--- src/rtl/seg7_pkg.sv ---
// rtl/seg7_pkg.sv - shared 7-segment pattern constants and monitor state type
package seg7_pkg;

    // Active-low segment patterns for hex digits 0..F (bit7 = dp, shown off).
    // The display driver encodes from this same table.
    localparam logic [15:0][7:0] SEG_DIGITS = {
        8'h8E, 8'h86, 8'hA1, 8'hC6, 8'h83, 8'h88, 8'h90, 8'h80,
        8'hF8, 8'h82, 8'h92, 8'h99, 8'hB0, 8'hA4, 8'hF9, 8'hC0
    };

    localparam logic [6:0] SEG_BLANK = 7'h7F;
    localparam logic [7:0] SEL_NONE  = 8'hFF;

    typedef enum logic {
        SETTLE  = 1'b0,
        LATCHED = 1'b1
    } mon_state_t;

endpackage

--- src/rtl/seg7_pattern_decode.sv ---
// rtl/seg7_pattern_decode.sv - combinational segment pattern to hex nibble decoder
module seg7_pattern_decode
    import seg7_pkg::*;
(
    input  logic [6:0] pattern,
    output logic       hit,
    output logic       blank,
    output logic [3:0] nibble
);

    always_comb begin
        hit    = 1'b0;
        blank  = 1'b0;
        nibble = 4'h0;
        if (pattern == SEG_BLANK) begin
            hit   = 1'b1;
            blank = 1'b1;
        end else begin
            for (int i = 0; i < 16; i++) begin
                if (pattern == SEG_DIGITS[i][6:0]) begin
                    hit    = 1'b1;
                    nibble = 4'(i);
                end
            end
        end
    end

endmodule

--- src/rtl/seg7_scan_monitor.sv ---
// rtl/seg7_scan_monitor.sv - samples a scanned 7-segment bus and rebuilds the 8-digit value
module seg7_scan_monitor
    import seg7_pkg::*;
#(
    parameter int STABLE_CYCLES = 4
) (
    input  logic        clk,
    input  logic        reset,
    input  logic [7:0]  i_seg,
    input  logic [7:0]  i_sel,
    output logic [31:0] o_value,
    output logic [7:0]  o_dp,
    output logic [7:0]  o_blank,
    output logic        o_valid,
    output logic        o_err
);

    localparam logic [7:0] CNT_MAX = 8'(STABLE_CYCLES - 1);

    mon_state_t  state, state_n;
    logic [15:0] prev;
    logic [7:0]  cnt;
    logic        changed, eval;

    logic        sel_none, sel_onehot;
    logic [2:0]  idx;
    logic        pat_hit, pat_blank;
    logic [3:0]  pat_nib;
    logic        capture, bad, frame_done;

    logic [31:0] sh_value, sh_value_n;
    logic [7:0]  sh_dp, sh_dp_n, sh_blank, sh_blank_n;
    logic [7:0]  seen, seen_n;

    assign changed = ({i_sel, i_seg} != prev);

    always_comb begin
        state_n = state;
        eval    = 1'b0;
        case (state)
            SETTLE: begin
                if (!changed && cnt == CNT_MAX) begin
                    eval    = 1'b1;
                    state_n = LATCHED;
                end
            end
            LATCHED: begin
                if (changed) state_n = SETTLE;
            end
            default: state_n = SETTLE;
        endcase
    end

    assign sel_none   = (i_sel == SEL_NONE);
    assign sel_onehot = $onehot(~i_sel);

    always_comb begin
        idx = 3'd0;
        for (int i = 0; i < 8; i++) begin
            if (!i_sel[i]) idx = 3'(i);
        end
    end

    seg7_pattern_decode u_decode (
        .pattern (i_seg[6:0]),
        .hit     (pat_hit),
        .blank   (pat_blank),
        .nibble  (pat_nib)
    );

    // An all-off select is a legitimate scan gap, so it is neither captured nor flagged.
    assign capture = eval && sel_onehot && pat_hit;
    assign bad     = eval && !sel_none && !(sel_onehot && pat_hit);

    always_comb begin
        sh_value_n = sh_value;
        sh_dp_n    = sh_dp;
        sh_blank_n = sh_blank;
        seen_n     = seen;
        if (capture) begin
            sh_value_n[idx*4 +: 4] = pat_nib;
            sh_dp_n[idx]           = ~i_seg[7];
            sh_blank_n[idx]        = pat_blank;
            seen_n[idx]            = 1'b1;
        end
    end

    assign frame_done = capture && (seen_n == 8'hFF);

    always_ff @(posedge clk) begin
        if (reset) begin
            state    <= SETTLE;
            prev     <= 16'hFFFF;
            cnt      <= 8'd0;
            seen     <= 8'd0;
            sh_value <= 32'd0;
            sh_dp    <= 8'd0;
            sh_blank <= 8'd0;
            o_value  <= 32'd0;
            o_dp     <= 8'd0;
            o_blank  <= 8'd0;
            o_valid  <= 1'b0;
            o_err    <= 1'b0;
        end else begin
            state    <= state_n;
            prev     <= {i_sel, i_seg};
            if (changed)             cnt <= 8'd0;
            else if (cnt != CNT_MAX) cnt <= cnt + 8'd1;
            sh_value <= sh_value_n;
            sh_dp    <= sh_dp_n;
            sh_blank <= sh_blank_n;
            seen     <= frame_done ? 8'd0 : seen_n;
            if (frame_done) begin
                o_value <= sh_value_n;
                o_dp    <= sh_dp_n;
                o_blank <= sh_blank_n;
            end
            o_valid  <= frame_done;
            o_err    <= bad;
        end
    end

endmodule

--- config.mk ---
export PLATFORM = sky130hd
export DESIGN_NAME = seg7_scan_monitor
export DESIGN_NICKNAME = d
export VERILOG_FILES = /design/src/rtl/seg7_pkg.sv /design/src/rtl/seg7_pattern_decode.sv /design/src/rtl/seg7_scan_monitor.sv
export SDC_FILE = /design/constraint.sdc
export NUM_CORES = 1
export LEC_CHECK = 0
export ABC_CLOCK_PERIOD_IN_PS = 15600
export BUFFER_PORTS_ARGS = -buffer_cell sky130_fd_sc_hd__buf_2
export CORE_MARGIN = 2
export CORE_UTILIZATION = 60
export DETAILED_ROUTE_END_ITERATION = 12
export PLACE_DENSITY = 0.91
export SLEW_MARGIN = 10
export SYNTH_ARGS = -nofsm -noshare
export SYNTH_HDL_FRONTEND = slang
export SYNTH_HIERARCHICAL = 1
export SYNTH_SLANG_ARGS = --single-unit
export TNS_END_PERCENT = 20
--- constraint.sdc ---
create_clock -name clk -period 15.6 [get_ports clk]
set_input_delay 1.56 -clock clk [delete_from_list [all_inputs] [get_ports clk]]
set_output_delay 1.56 -clock clk [all_outputs]
set_load 0.05 [all_outputs]
After elaboration in Yosys (flattened, before gate mapping) --
Index checks and enable logic that the tools add are counted. Widths: inputs -> output; s select.
Storage, ports and cells: input port bits 18, word-level logic and storage cells 119, register bits after elaboration 131, output and inout bits 50
Operators by class: order comparisons 2, shift operators 2, equal/unequal tests 22, mux-type cells 54, add/subtract/negate cells 9, bitwise operators 4, reductions and logical operators 14
Operator list (number):
- $mux 4 | 9
- $eq 7x7->1 const B | 5
- $neg 5->34 | 1
- $shift 4x34->32 const A | 1
- $shiftx 4x34->32 | 1
- $bwmux 32 | 1
- $mux 32 | 1
- $mux 3 | 10
- $mux 1 | 24
- $mux 8 | 3
- $eq 7x5->1 const B | 3
- $eq 7x6->1 const B | 3
- $bwmux 8 | 2
- $eq 8x8->1 const B | 2
- $ne 16x16->1 | 1
- $eq 7x2->1 const B | 2
- $eq 7x4->1 const B | 2
- $add 1x1->2 | 4
- $add 8x1->8 const B | 1
- $eq 8x2->1 const B | 1
- $logic_and 1x1->1 | 8
- $ne 8x2->1 const B | 1
- $not 8->8 | 1
- $or 8x8->8 | 1
- other kinds (13) | 19

Longest topological paths before layout --
Gate-level depths: netlist of run 1.
depth after elaboration 23, gate-level depth with buffers 15, mapped depth without buffers 13

Cells and area by module --
Netlist of run 1, hierarchy kept.
Modules (own cells, without submodules):
- seg7_scan_monitor | times used 1, area an instance 5765.5 sq um, cells each 601
- seg7_pattern_decode | times used 1, area an instance 340.3 sq um, cells each 55

Worst setup path after synthesis of run 1 --
OpenSTA, ideal clock, no wires.
path type input -> register, start point in i_sel[0], end point reg o_value[31], path slack 9.616 ns, stages on the path 15, arrival 5.863 ns, path buffers 2, setup time 0.121 ns, required time 15.479 ns, cell sequence fa_1 -> inv_1 -> fa_1 -> fa_1 -> ha_1 -> inv_1 -> fa_1 -> nor2b_1 -> a21oi_1 -> or4_4 -> or4b_4 -> buf_2 -> nor3_1 -> buf_4 -> mux2_2
On the way: cells in the longest elaborated chain, start to end 10
Ends and longest elaborated chain:
- from (decl) | RTL line seg7_scan_monitor.sv:10 | input logic [7:0] i_sel,
- $not 8->8 or $ne 16x16->1 (tied branches) | RTL line seg7_scan_monitor.sv:55, seg7_scan_monitor.sv:35
- $add 1x1->2 (not written as such) or $logic_not 1->1 (tied branches) | RTL line seg7_scan_monitor.sv:55, seg7_scan_monitor.sv:42
- $add 2x2->3 (not written as such) or $logic_and 1x1->1 (tied branches) | RTL line seg7_scan_monitor.sv:55, seg7_scan_monitor.sv:42
- $add 3x3->4 (not written as such) or $mux 1 (tied branches) | RTL line seg7_scan_monitor.sv:55, seg7_scan_monitor.sv:42
- $eq 4x1->1 or $mux 1 (tied branches) | RTL line seg7_scan_monitor.sv:55, seg7_scan_monitor.sv:40
- $logic_and 1x1->1 * (2 in series) | RTL line seg7_scan_monitor.sv:72 | assign capture = eval && sel_onehot && pat_hit;
- $mux 8 | RTL line seg7_scan_monitor.sv:80 | if (capture) begin
- $eq 8x8->1 | RTL line seg7_scan_monitor.sv:88 | assign frame_done = capture && (seen_n == 8'hFF);
- $logic_and 1x1->1 | RTL line seg7_scan_monitor.sv:88
- to (signal assigned) | RTL line seg7_scan_monitor.sv:114 | o_value <= sh_value_n;
- to (decl) | RTL line seg7_scan_monitor.sv:11 | output logic [31:0] o_value,
Every way passes the cells marked *; elsewhere a longest branch is shown, timed or not. A chain may end at the register's enable or synchronous reset.

Worst setup path in the final report of run 1 --
start point in i_sel[0], end point reg o_blank[6]
On the way: cells in the longest elaborated chain, start to end 10
Ends and longest elaborated chain:
- $not 8->8 or $ne 16x16->1 (tied branches) | RTL line seg7_scan_monitor.sv:55, seg7_scan_monitor.sv:35
- $add 1x1->2 (not written as such) or $logic_not 1->1 (tied branches) | RTL line seg7_scan_monitor.sv:55, seg7_scan_monitor.sv:42
- $add 2x2->3 (not written as such) or $logic_and 1x1->1 (tied branches) | RTL line seg7_scan_monitor.sv:55, seg7_scan_monitor.sv:42
- $add 3x3->4 (not written as such) or $mux 1 (tied branches) | RTL line seg7_scan_monitor.sv:55, seg7_scan_monitor.sv:42
- $eq 4x1->1 or $mux 1 (tied branches) | RTL line seg7_scan_monitor.sv:55, seg7_scan_monitor.sv:40
- $logic_and 1x1->1 * (2 in series) | RTL line seg7_scan_monitor.sv:72
- $mux 8 | RTL line seg7_scan_monitor.sv:80
- $eq 8x8->1 | RTL line seg7_scan_monitor.sv:88
- $logic_and 1x1->1 | RTL line seg7_scan_monitor.sv:88
- to (signal assigned) | RTL line seg7_scan_monitor.sv:116 | o_blank <= sh_blank_n;
- to (decl) | RTL line seg7_scan_monitor.sv:13 | output logic [7:0] o_blank,
Marked as above.

==> results of run 1 <==
[through the flow]
| stage | area (sq um) | worst slack [ns] |
|---|---|---|
| floorplan | 6110 | 9.62 |
| global placement | 6440 | 8.93 |
| detailed placement | 6440 | 8.66 |
| CTS | 6990 | 9.19 |
| global route | 6990 | 8.85 |
| finish | 6990 | 9.14 |
[final cells by class]
| cell class | count | area (sq um) | area share (%) |
|---|---|---|---|
| Multi-Input combinational cell | 452 | 3190 | 45.5 |
| Clock inverter | 14 | 129 | 1.84 |
| Inverter | 24 | 90.1 | 1.29 |
| Sequential cell | 131 | 2620 | 37.5 |
| Clock buffer | 18 | 428 | 6.12 |
| Timing Repair Buffer | 72 | 373 | 5.33 |
| Tap cell | 133 | 166 | 2.38 |
[cells in the final DEF, fill, tap and decap left out, types with 5 or more instances in the layout]
cell	instances
sky130_fd_sc_hd__nor2b_1	39
sky130_fd_sc_hd__mux2_2	17
sky130_fd_sc_hd__o21bai_1	22
sky130_fd_sc_hd__clkbuf_16	16
sky130_fd_sc_hd__a21oi_1	17
sky130_fd_sc_hd__buf_2	67
sky130_fd_sc_hd__o311ai_0	7
sky130_fd_sc_hd__nor2_1	52
sky130_fd_sc_hd__nand2_1	42
sky130_fd_sc_hd__and3_1	7
sky130_fd_sc_hd__inv_1	24
sky130_fd_sc_hd__buf_4	5
sky130_fd_sc_hd__nand3_1	15
sky130_fd_sc_hd__o311a_1	21
sky130_fd_sc_hd__xor2_1	21
sky130_fd_sc_hd__nand2b_1	5
sky130_fd_sc_hd__nand4_1	6
sky130_fd_sc_hd__mux2_4	6
sky130_fd_sc_hd__o21ai_0	14
sky130_fd_sc_hd__or4_1	8
sky130_fd_sc_hd__ha_1	9
sky130_fd_sc_hd__mux2i_1	36
sky130_fd_sc_hd__or2_2	10
sky130_fd_sc_hd__nor4_1	16
sky130_fd_sc_hd__dfxtp_1	131
sky130_fd_sc_hd__nor3_1	27
[where the power goes]
| group | switching (mW) | leakage (nW) | internal, mW |
|---|---|---|---|
| logic | 0.0310 | 1.53 | 0.0154 |
| registers | 0.000957 | 1.06 | 0.337 |
| clock network | 0.152 | 0.274 | 0.217 |
| total | 0.184 | 2.86 | 0.570 |
[final timing paths]
| kind | start | end | slack, ns | depth (start not counted) |
|---|---|---|---|---|
| setup / recovery | i_sel[0] | o_blank[6] | 9.14 | 14 |
| hold / removal | sh_dp[1] | sh_dp[1] | 0.47 | 2 |
| setup reg to reg | cnt[0] | o_value[21] | 11.23 | 7 |
| hold reg to reg | sh_dp[1] | sh_dp[1] | 0.47 | 2 |
[per-layer routing]
layer	routed length, microns	vias to the layer above
met4	381	0
met2	7160	197
met1	6020	2411
li1	-	2414
met3	920	39
met5	0	-
[worst max-delay path, stage by stage]
cell and delay, ns:
sky130_fd_sc_hd__buf_2 0.13, sky130_fd_sc_hd__fa_1 0.53, sky130_fd_sc_hd__inv_1 0.05, sky130_fd_sc_hd__fa_1 0.46, sky130_fd_sc_hd__fa_1 0.51, sky130_fd_sc_hd__ha_1 0.17
sky130_fd_sc_hd__inv_1 0.06, sky130_fd_sc_hd__fa_1 0.38, sky130_fd_sc_hd__nor2b_1 0.15, sky130_fd_sc_hd__a21oi_1 0.34, sky130_fd_sc_hd__or3_1 0.30, sky130_fd_sc_hd__o31a_1 0.99
sky130_fd_sc_hd__or3_1 0.80, sky130_fd_sc_hd__mux2_2 0.42
[kinds of logic (layout without fill, tap and decap cells)]
family | after synthesis | after routing | synth area share [%]
AND/OR/NAND/NOR | 245 | 245 | 21.1
multiplexers | 63 | 63 | 11.3
flip-flops | 131 | 131 | 43.0
buffers and inverters | 73 | 128 | 4.94
AO/OA/AOI/OAI | 106 | 106 | 13.0
adder cells (fa/ha/maj) | 13 | 13 | 3.16
XOR/XNOR | 25 | 25 | 3.59
==> summary.md, run 1 <==
| Metric | Value |
|---|---|
| Global-route met1 utilization | 33.7% |
| Global-route wire length before repair | 23700 microns |
| Post-CTS Hold Fix Bufs | 0 |
| Number of antenna violations at the first check in global routing | 0 |
| Largest vdd supply drop | 0.0000778 V |
| Highest attainable clock frequency | 155 MHz |
| Post-CTS Setup Bufs | 0 |
| Clock-pin slew of the registers on the worst-case setup and hold paths | 0.06 ns |
| Detailed-router iteration count before antenna repair | 7 |
| Average wire per cell in the routed design | 17.2 microns |
| Final hold violations | 0 |
| Pwr Density | 108 mW/mm^2 |
| Number of placed instances, taps included | 812 |
| Top cell type's share of synthesized area | 43.0% |
| Number of I/O pins | 68 |
| Gpl congestion | 0.919 |
| Area added between synthesis and finish | 14.5% |
| Worst slew margin relative to its limit | 17.7% |
| Class of the tightest hold or removal check | reg -> reg |
| Tot GR Track Use | 26.8% |
| Effective utilization at floorplan | 62.2% |
| Data required time at the worst endpoint | 16.01 ns |
| Via-per-instance ratio | 6.00 |
| Critical path data arrival time | 6.87 ns |
| Finished Core Util | 71.2% |
| Final setup skew | 0.00621 ns |
| Max-cap violation count | 0 |
| Most common flop cell mapped by yosys | sky130_fd_sc_hd__dfxtp_1 |
| Library cell with the highest instance count after synthesis | sky130_fd_sc_hd__dfxtp_1 |
| Most frequent cells after synthesis | 131 x sky130_fd_sc_hd__dfxtp_1, 52 x sky130_fd_sc_hd__nor2_1, 42 x sky130_fd_sc_hd__nand2_1 |
| Die Y-Extent | 105 microns |
| Buffer cell driving the clock tree root | sky130_fd_sc_hd__clkbuf_8 |
| Filler instances | 739 |
| Number of unique standard cell types used by synthesis | 60 |
| TritonCTS clock tree | done |
| Diodes inserted | 0 |
| Worst hold slack across all endpoints | 0.474 ns |
| Netlist area before placement | 0.00611 sq mm |
| Total die area | 0.0110 sq mm |
| Non-filler cells in the finished layout | 844 |
| Grt met3 use | 6.18% |
| Warnings from Yosys | 6 |
| Fraction of registers with async set or reset after synthesis | 0% |
| Antenna viol nets, final | 0 |
| Layer with the highest usage after global routing | met2 |
| Number of sinks driven by the clock tree | 131 |
| Maximum net fanout on the critical path | 31 |
| PortBufs | 67 |
| Area leader, netlist | sky130_fd_sc_hd__dfxtp_1 |
| Cells taking the most area after synthesis | sky130_fd_sc_hd__dfxtp_1 43%, sky130_fd_sc_hd__mux2i_1 5.9%, sky130_fd_sc_hd__nor2b_1 4.0% |
| Synthesis-stage register bit count | 131 |
| Number of instances in the synthesized netlist | 656 |
| Fin crit share | 41.4% |
| Worst Path Class, Setup | in -> reg |
| Number of pins exceeding their max-slew limit in the final report | 0 |
| Net count reported at finish | 729 |
| P_leak | 2.86 nW |
| Clock latency of the later-clocked register in the worst-skew pair | 0.52 ns |
| Starting DRT DRC Count | 428 |
| Leftover overflow at the end of global routing | 0 |
| Final HPWL from detailed placement | 9610 microns |
| RSZ-0062 raised after global routing | false |
| Vias | 5061 |
| Result of the run | finished clean |
| Global Route met2 Usage | 44.1% |
| Number of enable flip-flop cells after synthesis | 0 |
| Setup crit end kind | flop |
| Final setup viols | 0 |
| Total power | 754 uW |
| Final setup TNS | 0 ns |
| Area of the core | 0.00982 sq mm |
| Inserted Clock Buffers | 17 |
| Transition time at the pin with the least slew margin | 1.24 ns |
| Regs by FF count | o_value x32, sh_value x32, prev x16 |
| DIE WIDTH | 105 microns |
| Number of nets produced by synthesis | 687 |
| Total Wirelength | 14500 microns |
| Fraction of the yosys area taken by sequential cells | 43.0% |
| Critical Path Start Type | primary input |
| Final critical path time including I/O delays and setup | 6.46 ns |
| Per-instance average area after synthesis | 9.31 sq um |
| Buffer depth of the longest clock path | 2 |
| CTS resizes | 0 |
| Remaining DRCs | 0 |
| Pin count of the biggest net entering global routing | 78 |
| Number of H-tree levels | 4 |
| Number of rows created at floorplan | 36 |
| Vias in the first global route | 4837 |
| Share of final-layout standard cells stronger than drive strength 1 | 20.4% |
(Power assumes the default switching activity.)
==> run 2: changes to the inputs <==
--- a/config.mk
+++ b/config.mk
@@ -5,12 +5,12 @@
 export SDC_FILE = /design/constraint.sdc
 export NUM_CORES = 1
 export LEC_CHECK = 0
-export ABC_CLOCK_PERIOD_IN_PS = 15600
+export ABC_CLOCK_PERIOD_IN_PS = 5600
 export BUFFER_PORTS_ARGS = -buffer_cell sky130_fd_sc_hd__buf_2
 export CORE_MARGIN = 2
-export CORE_UTILIZATION = 60
+export CORE_UTILIZATION = 53
 export DETAILED_ROUTE_END_ITERATION = 12
-export PLACE_DENSITY = 0.91
+export PLACE_DENSITY = 0.86
 export SLEW_MARGIN = 10
 export SYNTH_ARGS = -nofsm -noshare
 export SYNTH_HDL_FRONTEND = slang
==> constraint.sdc (replaced) <==
create_clock -name clk -period 5.6 [get_ports clk]
set_input_delay 0.56 -clock clk [delete_from_list [all_inputs] [get_ports clk]]
set_output_delay 0.56 -clock clk [all_outputs]
set_load 0.05 [all_outputs]
==> summary.md, run 2 (same netlist as run 1, synthesis figures left out) <==
| Metric | Value |
|---|---|
| Final setup TNS | 0 ns |
| Sequential fraction of design power | 42.6% |
| Critical path buffers and inverters | 4 |
| Number of sinks driven by the clock tree | 131 |
| Worst-case setup slack after placement | 0.263 ns |
| Die Y-Extent | 111 microns |
| Total Wirelength | 14900 microns |
| Total die area | 0.0124 sq mm |
| Critical path's largest stage delay | 0.63 ns |
| Number of antenna violations at the first check in global routing | 0 |
| Diodes inserted | 0 |
| Maximum net fanout on the critical path | 16 |
| Net count reported at finish | 739 |
| Setup crit end kind | flop |
| Number of rows created at floorplan | 39 |
| Post-CTS Setup Bufs | 0 |
| TritonCTS clock tree | done |
| Number of pins exceeding their max-slew limit in the final report | 0 |
| Share of final-layout standard cells stronger than drive strength 1 | 21.2% |
| Result of the run | finished clean |
| Remaining DRCs | 0 |
| Antenna viol nets, final | 0 |
| Area of the core | 0.0113 sq mm |
| P_leak | 2.93 nW |
| Final hold violations | 0 |
| Clock-pin slew of the registers on the worst-case setup and hold paths | 0.06 ns |
| Class of the tightest hold or removal check | in -> reg |
| Internal | 1.69 mW |
| Buffer cell driving the clock tree root | sky130_fd_sc_hd__clkbuf_16 |
| Vias | 5134 |
| Filler instances | 898 |
| Area added between synthesis and finish | 16.8% |
| Total net switching power | 519 uW |
| Max-cap violation count | 0 |
| Critical path data arrival time | 5.23 ns |
| Standard cell with the maximum stage delay on the critical path | sky130_fd_sc_hd__or4_4 |
| Register-to-register setup slack | 1.78 ns |
| Average wire per cell in the routed design | 17.3 microns |
| Sequence of cells on the critical path | buf_2 > fa_1 > inv_1 > fa_1 > fa_1 > ha_1 > inv_1 > fa_1 > nand3_1 > or4_4 > or4b_4 > or3_1 > buf_4 > mux2_1 |
| Category of cells accounting for the largest share of critical-path delay | adder cells |
| Final setup viols | 0 |
| Via-per-instance ratio | 5.94 |
| Starting DRT DRC Count | 561 |
| Gpl congestion | 0.927 |
| Pwr Density | 310 mW/mm^2 |
| Min setup slack post-route | 0.667 ns |
| Top library cells by usage in the layout, fill and taps aside | 131 x sky130_fd_sc_hd__dfxtp_1, 67 x sky130_fd_sc_hd__buf_2, 52 x sky130_fd_sc_hd__nor2_1 |
| Buffer depth of the longest clock path | 2 |
| Final critical path time including I/O delays and setup | 4.93 ns |
| DIE WIDTH | 111 microns |
| Worst slew margin relative to its limit | 22.1% |
| Detailed-router iteration count before antenna repair | 5 |
| CTS resizes | 0 |
| Inserted Clock Buffers | 17 |
| Number of H-tree levels | 4 |
| Switching part of the total power | 23.5% |
| Largest vdd supply drop | 0.000200 V |
| Leftover overflow at the end of global routing | 0 |
| Most common cell type on the critical path | sky130_fd_sc_hd__fa_1 |
| Leading cell type in the layout, fill and taps excluded | sky130_fd_sc_hd__dfxtp_1 |
| Tot GR Track Use | 24.2% |
| Post-CTS Hold Fix Bufs | 0 |
| Vias in the first global route | 5121 |
| Clock latency of the later-clocked register in the worst-skew pair | 0.42 ns |
| Sequential standard cell area | 0.00262 sq mm |
| Final setup skew | 0.0112 ns |
| Number of I/O pins | 68 |
| Logic pwr share | 5.9% |
| Clock share of power | 51.5% |
| Fin crit share | 88.1% |
| Data required time at the worst endpoint | 5.90 ns |
| Critical Path Start Type | primary input |
| Transition time at the pin with the least slew margin | 1.17 ns |
| Global-route wire length before repair | 24500 microns |
| Regs by FF count | o_value x32, sh_value x32, prev x16 |
| Area used by multi-input combinational logic | 0.00319 sq mm |
| RSZ-0062 raised after global routing | false |
| Final HPWL from detailed placement | 9980 microns |
| Effective utilization at floorplan | 53.9% |
| Worst Path Class, Setup | in -> reg |
| PortBufs | 67 |
| Pin count of the biggest net entering global routing | 77 |
| Highest attainable clock frequency | 203 MHz |
[run 2: worst paths after layout]
check | cells after the start | to | startpoint
hold reg to reg | 2 | sh_dp[6] | sh_dp[6]
hold / removal | 2 | prev[8] | i_sel[0]
setup / recovery | 14 | o_value[20] | i_sel[0]
setup reg to reg | 8 | o_value[20] | cnt[0]
[run 2: layout make-up]
type                            instances  area share, %
Clock buffer                           19           6.07
Clock inverter                         13           2.46
Inverter                               24           1.26
Multi-Input combinational cell        452           44.7
Sequential cell                       131           36.8
Tap cell                              143           2.51
Timing Repair Buffer                   82           6.28
[run 2: metal layers]
layer / track usage, % / share of wire (%)
met5: 0 / 0
met3: 5.61 / 6.6
met4: 10.5 / 2.4
met1: 30.5 / 42
met2: 39.9 / 49
[run 2: stage by stage]
stage	cell area [sq um]	total power [mW]	hold WS (ns)	std cells	util [%]
after detailed placement	6530	1.09	0.459	832	57.6
after floorplan	6110	1.05	0.437	656	-
after global placement	6530	1.08	0.455	832	57.6
final	7130	2.21	0.440	864	63.0
after global routing	7130	2.28	0.439	864	63.0
after CTS	7130	2.22	0.426	864	63.0
[run 2: power by group through the flow]
stage	sequential, mW	clock [mW]	combinational [mW]
global placement	0.961	0	0.119
CTS	0.941	1.15	0.127
detailed placement	0.961	0	0.125
floorplan	0.961	0	0.0899
finish	0.941	1.14	0.129
global route	0.941	1.19	0.145
==> run 3: changes to the inputs <==
--- a/config.mk
+++ b/config.mk
@@ -6,11 +6,11 @@
 export NUM_CORES = 1
 export LEC_CHECK = 0
 export ABC_CLOCK_PERIOD_IN_PS = 5600
-export BUFFER_PORTS_ARGS = -buffer_cell sky130_fd_sc_hd__buf_2
 export CORE_MARGIN = 2
-export CORE_UTILIZATION = 53
+export CORE_UTILIZATION = 57
 export DETAILED_ROUTE_END_ITERATION = 12
-export PLACE_DENSITY = 0.86
+export DONT_BUFFER_PORTS = 1
+export PLACE_DENSITY = 0.85
 export SLEW_MARGIN = 10
 export SYNTH_ARGS = -nofsm -noshare
 export SYNTH_HDL_FRONTEND = slang
==> summary.md, run 3 (same netlist as run 1, synthesis figures left out) <==
| Metric | Value |
|---|---|
| Critical path data arrival time | 5.22 ns |
| Largest vdd supply drop | 0.000261 V |
| Average wire per cell in the routed design | 18.8 microns |
| Buffer cell driving the clock tree root | sky130_fd_sc_hd__clkbuf_8 |
| Inserted Clock Buffers | 17 |
| Area used by multi-input combinational logic | 0.00319 sq mm |
| Number of pins exceeding their max-slew limit in the final report | 0 |
| Buffer depth of the longest clock path | 2 |
| Clock latency of the later-clocked register in the worst-skew pair | 0.52 ns |
| Max-cap violation count | 0 |
| Class of the tightest hold or removal check | in -> reg |
| P_leak | 2.56 nW |
| Global Route met2 Usage | 44.8% |
| Final critical path time including I/O delays and setup | 4.81 ns |
| Grt met3 use | 8.05% |
| Via-per-instance ratio | 6.21 |
| Area of the core | 0.0104 sq mm |
| Area added between synthesis and finish | 10.6% |
| Detailed-router iteration count before antenna repair | 5 |
| Final HPWL from detailed placement | 9860 microns |
| Worst slew margin relative to its limit | 39.6% |
| Net count reported at finish | 668 |
| CTS resizes | 0 |
| Fin crit share | 85.8% |
| Highest attainable clock frequency | 208 MHz |
| Internal | 1.70 mW |
| Number of rows created at floorplan | 37 |
| Regs by FF count | o_value x32, sh_value x32, prev x16 |
| Diodes inserted | 0 |
| Post-CTS Hold Fix Bufs | 0 |
| Global-route met1 utilization | 31.8% |
| Tot GR Track Use | 26.5% |
| Final setup TNS | 0 ns |
| Global-route wire length before repair | 24000 microns |
| Fin area | 0.00675 sq mm |
| Sequential standard cell area | 0.00262 sq mm |
| PortBufs | 0 |
| Finished Core Util | 65.1% |
| Worst Path Class, Setup | in -> reg |
| Vias | 4865 |
| DIE WIDTH | 108 microns |
| Final setup skew | 0.00927 ns |
| Setup crit end kind | flop |
| Critical Path Start Type | primary input |
| Number of sinks driven by the clock tree | 131 |
| Pwr Density | 321 mW/mm^2 |
| TritonCTS clock tree | done |
| Effective utilization at floorplan | 58.9% |
| Result of the run | finished clean |
| Maximum net fanout on the critical path | 16 |
| Filler instances | 807 |
| Post-CTS Setup Bufs | 0 |
| Final setup viols | 0 |
| Vias in the first global route | 4907 |
| Final hold violations | 0 |
| Number of H-tree levels | 4 |
| Leftover overflow at the end of global routing | 0 |
| Pin count of the biggest net entering global routing | 78 |
| Leading cell type in the layout, fill and taps excluded | sky130_fd_sc_hd__dfxtp_1 |
| Gpl congestion | 0.923 |
| Transition time at the pin with the least slew margin | 0.902 ns |
| Antenna viol nets, final | 0 |
| Number of antenna violations at the first check in global routing | 0 |
| Placed inst area | 0.00615 sq mm |
| RSZ-0062 raised after global routing | false |
| Top library cells by usage in the layout, fill and taps aside | 131 x sky130_fd_sc_hd__dfxtp_1, 52 x sky130_fd_sc_hd__nor2_1, 42 x sky130_fd_sc_hd__nand2_1 |
| Total power | 2.17 mW |
| Remaining DRCs | 0 |
| Die Y-Extent | 108 microns |
| Total die area | 0.0116 sq mm |
| Total net switching power | 467 uW |
| Sequential fraction of design power | 43.4% |
| Starting DRT DRC Count | 415 |
| Switching part of the total power | 21.6% |
| Layer with the highest usage after global routing | met2 |
| Share of final-layout standard cells stronger than drive strength 1 | 12.3% |
| Logic pwr share | 4.6% |
| Number of I/O pins | 68 |
| Total Wirelength | 14700 microns |
| Clock-pin slew of the registers on the worst-case setup and hold paths | 0.06 ns |
| Data required time at the worst endpoint | 6.01 ns |
| Worst hold slack across all endpoints | 0.142 ns |
| Clock share of power | 52.0% |
[run 3: layout make-up]
cell class	count	share of cell area (%)
Multi-Input combinational cell	452	47.2
Sequential cell	131	38.8
Clock buffer	19	6.24
Clock inverter	11	2.67
Tap cell	136	2.52
Inverter	24	1.33
Timing Repair Buffer	11	1.22
[run 3: worst max-delay path: stages]
cell and delay [ns]:
sky130_fd_sc_hd__fa_1 0.53, sky130_fd_sc_hd__inv_1 0.06, sky130_fd_sc_hd__fa_1 0.44, sky130_fd_sc_hd__fa_1 0.52, sky130_fd_sc_hd__ha_1 0.18, sky130_fd_sc_hd__inv_1 0.06
sky130_fd_sc_hd__fa_1 0.38, sky130_fd_sc_hd__nor2b_1 0.12, sky130_fd_sc_hd__a21oi_1 0.15, sky130_fd_sc_hd__or4_4 0.64, sky130_fd_sc_hd__or4b_4 0.66, sky130_fd_sc_hd__or3_1 0.36
sky130_fd_sc_hd__buf_4 0.23, sky130_fd_sc_hd__mux2_1 0.32
[run 3: final timing paths]
kind / from / to / slack [ns] / cells past startpoint
max: i_sel[0] / o_value[21] / 0.79 / 14
min: reset / sh_value[19] / 0.14 / 1
max reg2reg: cnt[0] / o_value[21] / 1.67 / 8
min reg2reg: sh_value[20] / sh_value[20] / 0.47 / 2
[run 3: power by group through the flow]
stage / Sequential (mW) / Clock [mW] / Combinational (mW)
after floorplan: 0.961 / 0 / 0.0899
after global placement: 0.961 / 0 / 0.0901
after detailed placement: 0.961 / 0 / 0.0952
after CTS: 0.941 / 1.14 / 0.0976
after global routing: 0.941 / 1.18 / 0.114
final: 0.941 / 1.13 / 0.100
[run 3: layer usage]
layer | up-vias | share of wire, %
met5 | - | 0
met4 | 0 | 1.8
met3 | 31 | 8.0
met2 | 193 | 50
met1 | 2360 | 40
li1 | 2281 | -
[run 3: stage by stage]
step           worst slack, ns  cells
2_1_floorplan            0.616    656
3_3_place_gp             0.420    754
3_5_place_dp             0.340    754
4_1_cts                  0.819    784
5_1_grt                  0.589    784
6_report                 0.794    784
